`config.mk`:
```
export PLATFORM = sky130hd
export DESIGN_NAME = reg_file
export DESIGN_NICKNAME = d
export VERILOG_FILES = /design/src/rtl/rf_pkg.sv /design/src/rtl/rf_init_seq.sv /design/src/rtl/reg_file.sv
export SDC_FILE = /design/constraint.sdc
export NUM_CORES = 1
export LEC_CHECK = 0
export BUFFER_PORTS_ARGS = -buffer_cell sky130_fd_sc_hd__buf_2
export CAP_MARGIN = 20
export CORE_UTILIZATION = 47
export CTS_BUF_LIST = sky130_fd_sc_hd__clkbuf_2 sky130_fd_sc_hd__clkbuf_4 sky130_fd_sc_hd__clkbuf_8
export CTS_CLUSTER_SIZE = 30
export DETAILED_ROUTE_END_ITERATION = 8
export PLACE_DENSITY = 0.7
export SETUP_SLACK_MARGIN = 0.15
export SLEW_MARGIN = 20
export SYNTH_ARGS = -nofsm -noshare
export SYNTH_HDL_FRONTEND = slang
export SYNTH_SLANG_ARGS = --single-unit
```
`constraint.sdc`:
```
create_clock -name clk -period 3.9 [get_ports clk]
set_input_delay 0.585 -clock clk [delete_from_list [all_inputs] [get_ports clk]]
set_output_delay 0.585 -clock clk [all_outputs]
set_load 0.01 [all_outputs]
```
`src/rtl/rf_pkg.sv`:
```
// Shared types and constants for the register file and its post-reset init sequencer.
// Optional write-through read bypass is selected with the RF_BYPASS_EN macro (see reg_file).
package rf_pkg;

  localparam int unsigned DEF_DATA_W = 32;
  localparam int unsigned DEF_ADDR_W = 5;
  localparam int unsigned ZERO_IDX   = 0;

  typedef enum logic {
    INIT = 1'b0,
    RUN  = 1'b1
  } rf_state_t;

  // Index of the last architectural entry for a given index width.
  function automatic int unsigned last_idx(input int unsigned addr_w);
    return (32'd1 << addr_w) - 32'd1;
  endfunction

endpackage

```
`src/rtl/rf_init_seq.sv`:
```
// Post-reset init sequencer: walks entries 1..NUM_REGS-1 one per cycle, then raises ready.
// Entry 0 is never visited because it reads as zero by construction.
module rf_init_seq
  import rf_pkg::*;
#(
  parameter int unsigned ADDR_W = DEF_ADDR_W
) (
  input  logic              clk_i,
  input  logic              rst_i,
  output logic              init_we_c,
  output logic [ADDR_W-1:0] init_idx_o,
  output logic              run_c,
  output logic              ready_o
);

  localparam logic [ADDR_W-1:0] LAST_IDX = ADDR_W'(last_idx(ADDR_W));
  localparam logic [ADDR_W-1:0] FIRST_IDX = ADDR_W'(1);

  rf_state_t         state_q, state_d;
  logic [ADDR_W-1:0] cnt_q, cnt_d;
  logic              ready_q, ready_d;

  // State register; reset restarts the walk from entry 1.
  always_ff @(posedge clk_i) begin
    if (rst_i) begin
      state_q <= INIT;
      cnt_q   <= FIRST_IDX;
      ready_q <= 1'b0;
    end else begin
      state_q <= state_d;
      cnt_q   <= cnt_d;
      ready_q <= ready_d;
    end
  end

  // Exit is taken on the edge that clears the last entry, so cnt never wraps.
  always_comb begin
    state_d   = state_q;
    cnt_d     = cnt_q;
    ready_d   = ready_q;
    init_we_c = 1'b0;
    unique case (state_q)
      INIT: begin
        init_we_c = 1'b1;
        if (cnt_q == LAST_IDX) begin
          state_d = RUN;
          ready_d = 1'b1;
        end else begin
          cnt_d = cnt_q + ADDR_W'(1);
        end
      end
      RUN: begin
        ready_d = 1'b1;
      end
      default: begin
        state_d = INIT;
      end
    endcase
  end

  assign init_idx_o = cnt_q;
  assign run_c      = (state_q == RUN);
  assign ready_o    = ready_q;

endmodule

```
`src/rtl/reg_file.sv`:
```
// Architectural register file: two asynchronous read ports, one write port shared with the init sequencer.
// Define RF_BYPASS_EN to forward same-cycle write data onto a matching read port.
module reg_file
  import rf_pkg::*;
#(
  parameter int unsigned DATA_W = DEF_DATA_W,
  parameter int unsigned ADDR_W = DEF_ADDR_W
) (
  input  logic              clk,
  input  logic              rst,
  input  logic              RegWrite,
  input  logic [ADDR_W-1:0] ReadReg1,
  input  logic [ADDR_W-1:0] ReadReg2,
  input  logic [ADDR_W-1:0] WriteReg,
  input  logic [DATA_W-1:0] WriteData,
  output logic [DATA_W-1:0] ReadData1,
  output logic [DATA_W-1:0] ReadData2,
  output logic              Ready
);

  localparam int unsigned       NUM_REGS = 32'd1 << ADDR_W;
  localparam logic [ADDR_W-1:0] ZIDX     = ADDR_W'(ZERO_IDX);

  logic [DATA_W-1:0] regs_q [NUM_REGS];

  logic              init_we_c;
  logic [ADDR_W-1:0] init_idx;
  logic              run_c;
  logic              core_we_c;
  logic              wr_en_c;
  logic [ADDR_W-1:0] wr_idx_c;
  logic [DATA_W-1:0] wr_data_c;

  rf_init_seq #(
    .ADDR_W (ADDR_W)
  ) u_init_seq (
    .clk_i      (clk),
    .rst_i      (rst),
    .init_we_c  (init_we_c),
    .init_idx_o (init_idx),
    .run_c      (run_c),
    .ready_o    (Ready)
  );

  // Core writes only count in RUN and never to entry 0; reset drops any write that cycle.
  assign core_we_c = run_c && RegWrite && (WriteReg != ZIDX);
  assign wr_en_c   = !rst && (init_we_c || core_we_c);

  always_comb begin
    wr_idx_c  = WriteReg;
    wr_data_c = WriteData;
    if (init_we_c) begin
      wr_idx_c  = init_idx;
      wr_data_c = '0;
    end
  end

  // Storage carries no reset; the init sequencer clears it instead.
  always_ff @(posedge clk) begin
    if (wr_en_c) begin
      regs_q[wr_idx_c] <= wr_data_c;
    end
  end

  // INIT forcing and the entry-0 rule sit ahead of any bypass.
  function automatic logic [DATA_W-1:0] read_port(
    input logic              run,
    input logic              core_we,
    input logic [ADDR_W-1:0] ridx,
    input logic [ADDR_W-1:0] widx,
    input logic [DATA_W-1:0] wdata,
    input logic [DATA_W-1:0] stored
  );
    logic [DATA_W-1:0] rdata;
    rdata = '0;
    if (run && (ridx != ZIDX)) begin
`ifdef RF_BYPASS_EN
      if (core_we && (widx == ridx)) begin
        rdata = wdata;
      end else begin
        rdata = stored;
      end
`else
      rdata = stored;
`endif
    end
    return rdata;
  endfunction

`ifndef RF_BYPASS_EN
  // Bypass inputs are unused in this build; fold them into a dead-end reduction.
  logic unused_bypass_c;
  assign unused_bypass_c = ^{core_we_c, WriteData, WriteReg};
`endif

  always_comb begin
    ReadData1 = read_port(run_c, core_we_c, ReadReg1, WriteReg, WriteData, regs_q[ReadReg1]);
    ReadData2 = read_port(run_c, core_we_c, ReadReg2, WriteReg, WriteData, regs_q[ReadReg2]);
  end

endmodule

```
==> metrics.txt <==
Final Hold Viols=0; 1st-pass router iterations=6; min Tclk post-route=about 3700 ps; mux cell area share after synthesis=about 23%; I/O pin cnt=between 100 and 150; filler cell count=just under 8,000; Initial Util=a little under half; # DRC=0; core area=about 0.10 sq mm; Seq. cell area=just over 0.03 sq mm; critical path type=register to output port; critical path fanouts, max=18; top-area cell type share of the netlist area=between 60% and 70%; Async S/R FF share, synth=0%; Final Core Density=between 50% and 60%; worst slew pin tran=1150 ps; Synth cell types=45; die height=322 um; XOR/XNOR Fraction of Synth Area=less than 1%; GRT Total Usage=slightly above 30%; post-synthesis sequential area ratio=between 60% and 70%; clk sink count=~1,000; Area contributors post-synth=edfxtp_1 64%, mux4_2 12%, mux2i_1 11%; Pwr per Cell Area=between 400 and 500 mW/mm^2; Clk pin slew, worst setup/hold paths=~60 ps; Hold Path Class=input port to register; vias in the first global route=around 32,000; Clock Latency Late Sink=~860 ps; CP arrival=about 3100 ps; Worst Setup End Kind=output port; number of max-cap violations=0; final setup vio count=0; drt wl/cell=35.1 um; final wirelength=approximately 160,000 um; H-tree levels=4; routed vias=between 30,000 and 40,000; Synth Instances=about 2,900; Synth Flop Type=edfxtp_1; area leader, netlist=edfxtp_1; Site Rows=~120; IO Port Bufs=approximately 110; RSZ-0062 raised after global routing=false; die area=~0.10 sq mm; Setup Skew=44.9 ps; largest net degree at the start of global routing=55; Hold WS=362 ps; share of cells above drive strength 1=between 20% and 30%; most common cell after layout, fill and taps aside=edfxtp_1; Nets=about 3,200; DRT antenna net count=0; First DRT Iteration DRCs=about 4,700; Max Slew Vio Count=0; multi-input logic area=between 0.015 and 0.02 sq mm; P&R area growth vs syn=13.7%; root buffer cell=clkbuf_8; Peak VDD IR=between 0.0003 and 0.0004 V; worst setup path startpoint=u_init_seq.run_c; total grt overflow=0; post-synthesis compound-gate area fraction=about 6%; Post-synth EDFFs=roughly 1,000; Post-DP Area=0.0516 sq mm; commonest non-fill, non-tap cells in the layout=1,024 x edfxtp_1, 521 x mux2i_1, 252 x mux4_2; antenna violations before repair=3; Leak Pwr=~19 nW; CTS tree=done; Hold Crit Start=WriteData[12]; DP Wirelength=100,000 um; post-synthesis adder-cell area fraction=less than 1%; Slew headroom=between 20 and 25%; final std cells w/o fill=between 4,000 and 5,000; CP Launch Type=register; WP data required=approximately 3300 ps; #FFs+latches synth=a little over 1,000; RePlAce Congestion=about 0.9; final worst slack=around 220 ps; Synth Area in Simple Gates=4.65%; total power=approximately 23 mW; largest family of logic cells by synthesized area=multiplexers; syn_nets=between 2,000 and 3,000; maximum clock frequency=about 270 MHz; fin crit share=a little over nine tenths; YS warnings=0; Via-to-Cell Ratio=~6.9; Clock Tree Buf Depth=3; CTS Buf Count=between 150 and 200; Cells after DPL=between 4,000 and 5,000; synthesized area per cell=~17 sq um; status=finished clean; cell area after layout=between 0.05 and 0.06 sq mm; area of the mapped netlist=just under 0.05 sq mm; first-pass GRT wire length=around 230,000 um; Die Width=~320 um; pre-CTS WS=361 ps; R2R Path Start=u_init_seq.run_c; setup TNS=0 ps
==> where the power goes <==
group / internal, mW / total [mW] / switching (mW) / leakage [nW]
registers: 12.1 / 12.2 / 0.0502 / 9.13
clock network: 4.67 / 8.92 / 4.25 / 1.62
logic: 0.627 / 1.53 / 0.904 / 8.04
total: 17.4 / 22.6 / 5.21 / 18.8
==> cells by family after synthesis <==
family / count (synthesis)
adder cells (fa/ha/maj): 2
AND/OR/NAND/NOR: 430
AO/OA/AOI/OAI: 399
XOR/XNOR: 3
buffers and inverters: 231
flip-flops: 1031
multiplexers: 775
==> state kept, by name (all words and copies together), names as in the netlist <==
signal and cells:
u_init_seq.ready_o 1, u_init_seq.init_idx_o 5, regs_q 1024, u_init_seq.run_c 1
==> cell type report <==
type / count / area share, %
flip-flops and latches: 1031 / 56.4
multi-input cells: 1609 / 30.0
clock buffers: 233 / 5.12
repair buffers: 309 / 4.85
well taps: 1368 / 3.12
clock inverters: 50 / 0.491
diodes: 4 / 0.0183
inverters: 1 / 0.00685
==> worst max-delay path, stage by stage (launching register included) <==
cell and delay [ps]:
dfxtp_4 460, and4b_4 330, buf_12 160, a22o_1 220, a31oi_1 370, nand4_1 310
buf_4 260, buf_2 140
==> layer usage <==
| layer | GRT usage, % | vias to the layer above | wire length (um) |
|---|---|---|---|
| li1 | - | 12449 | - |
| met1 | 40.0 | 16107 | 57200 |
| met2 | 47.5 | 2590 | 74100 |
| met3 | 9.02 | 510 | 21700 |
| met4 | 16.0 | 7 | 8640 |
| met5 | 0.463 | - | 92 |
==> final timing paths <==
check / end / slack, ps / cells past startpoint
min reg2reg: u_init_seq.ready_o / 520 / 2
max reg2reg: regs_q[2][18] / 860 / 5
min: regs_q[20][12] / 360 / 2
max: ReadData1[24] / 220 / 7
==> what timing repair did <==
action / in CTS / in global routing
endpoints found under the setup margin: 60 / 2
hold endpoints to repair: 1 / 0
pin swaps: 1 / 2
setup buffers: 1 / 6
hold buffers: 1 / 0
resized for setup: 7 / 1
==> cell usage after synthesis (all sizes together), types with 2 or more instances <==
cell type,number
a21o,2
a21oi,57
a22o,40
a22oi,250
a31oi,40
and2,39
and3,24
and4b,3
and4bb,2
buf,142
clkbuf,88
dfxtp,7
edfxtp,1024
ha,2
mux2,2
mux2i,521
mux4,252
nand2,83
nand2b,4
nand3,140
nand4,67
nor2,49
nor2b,8
nor3,3
nor3b,2
o21ai,4
o31a,2
xnor2,2
(Power assumes the default switching activity.)
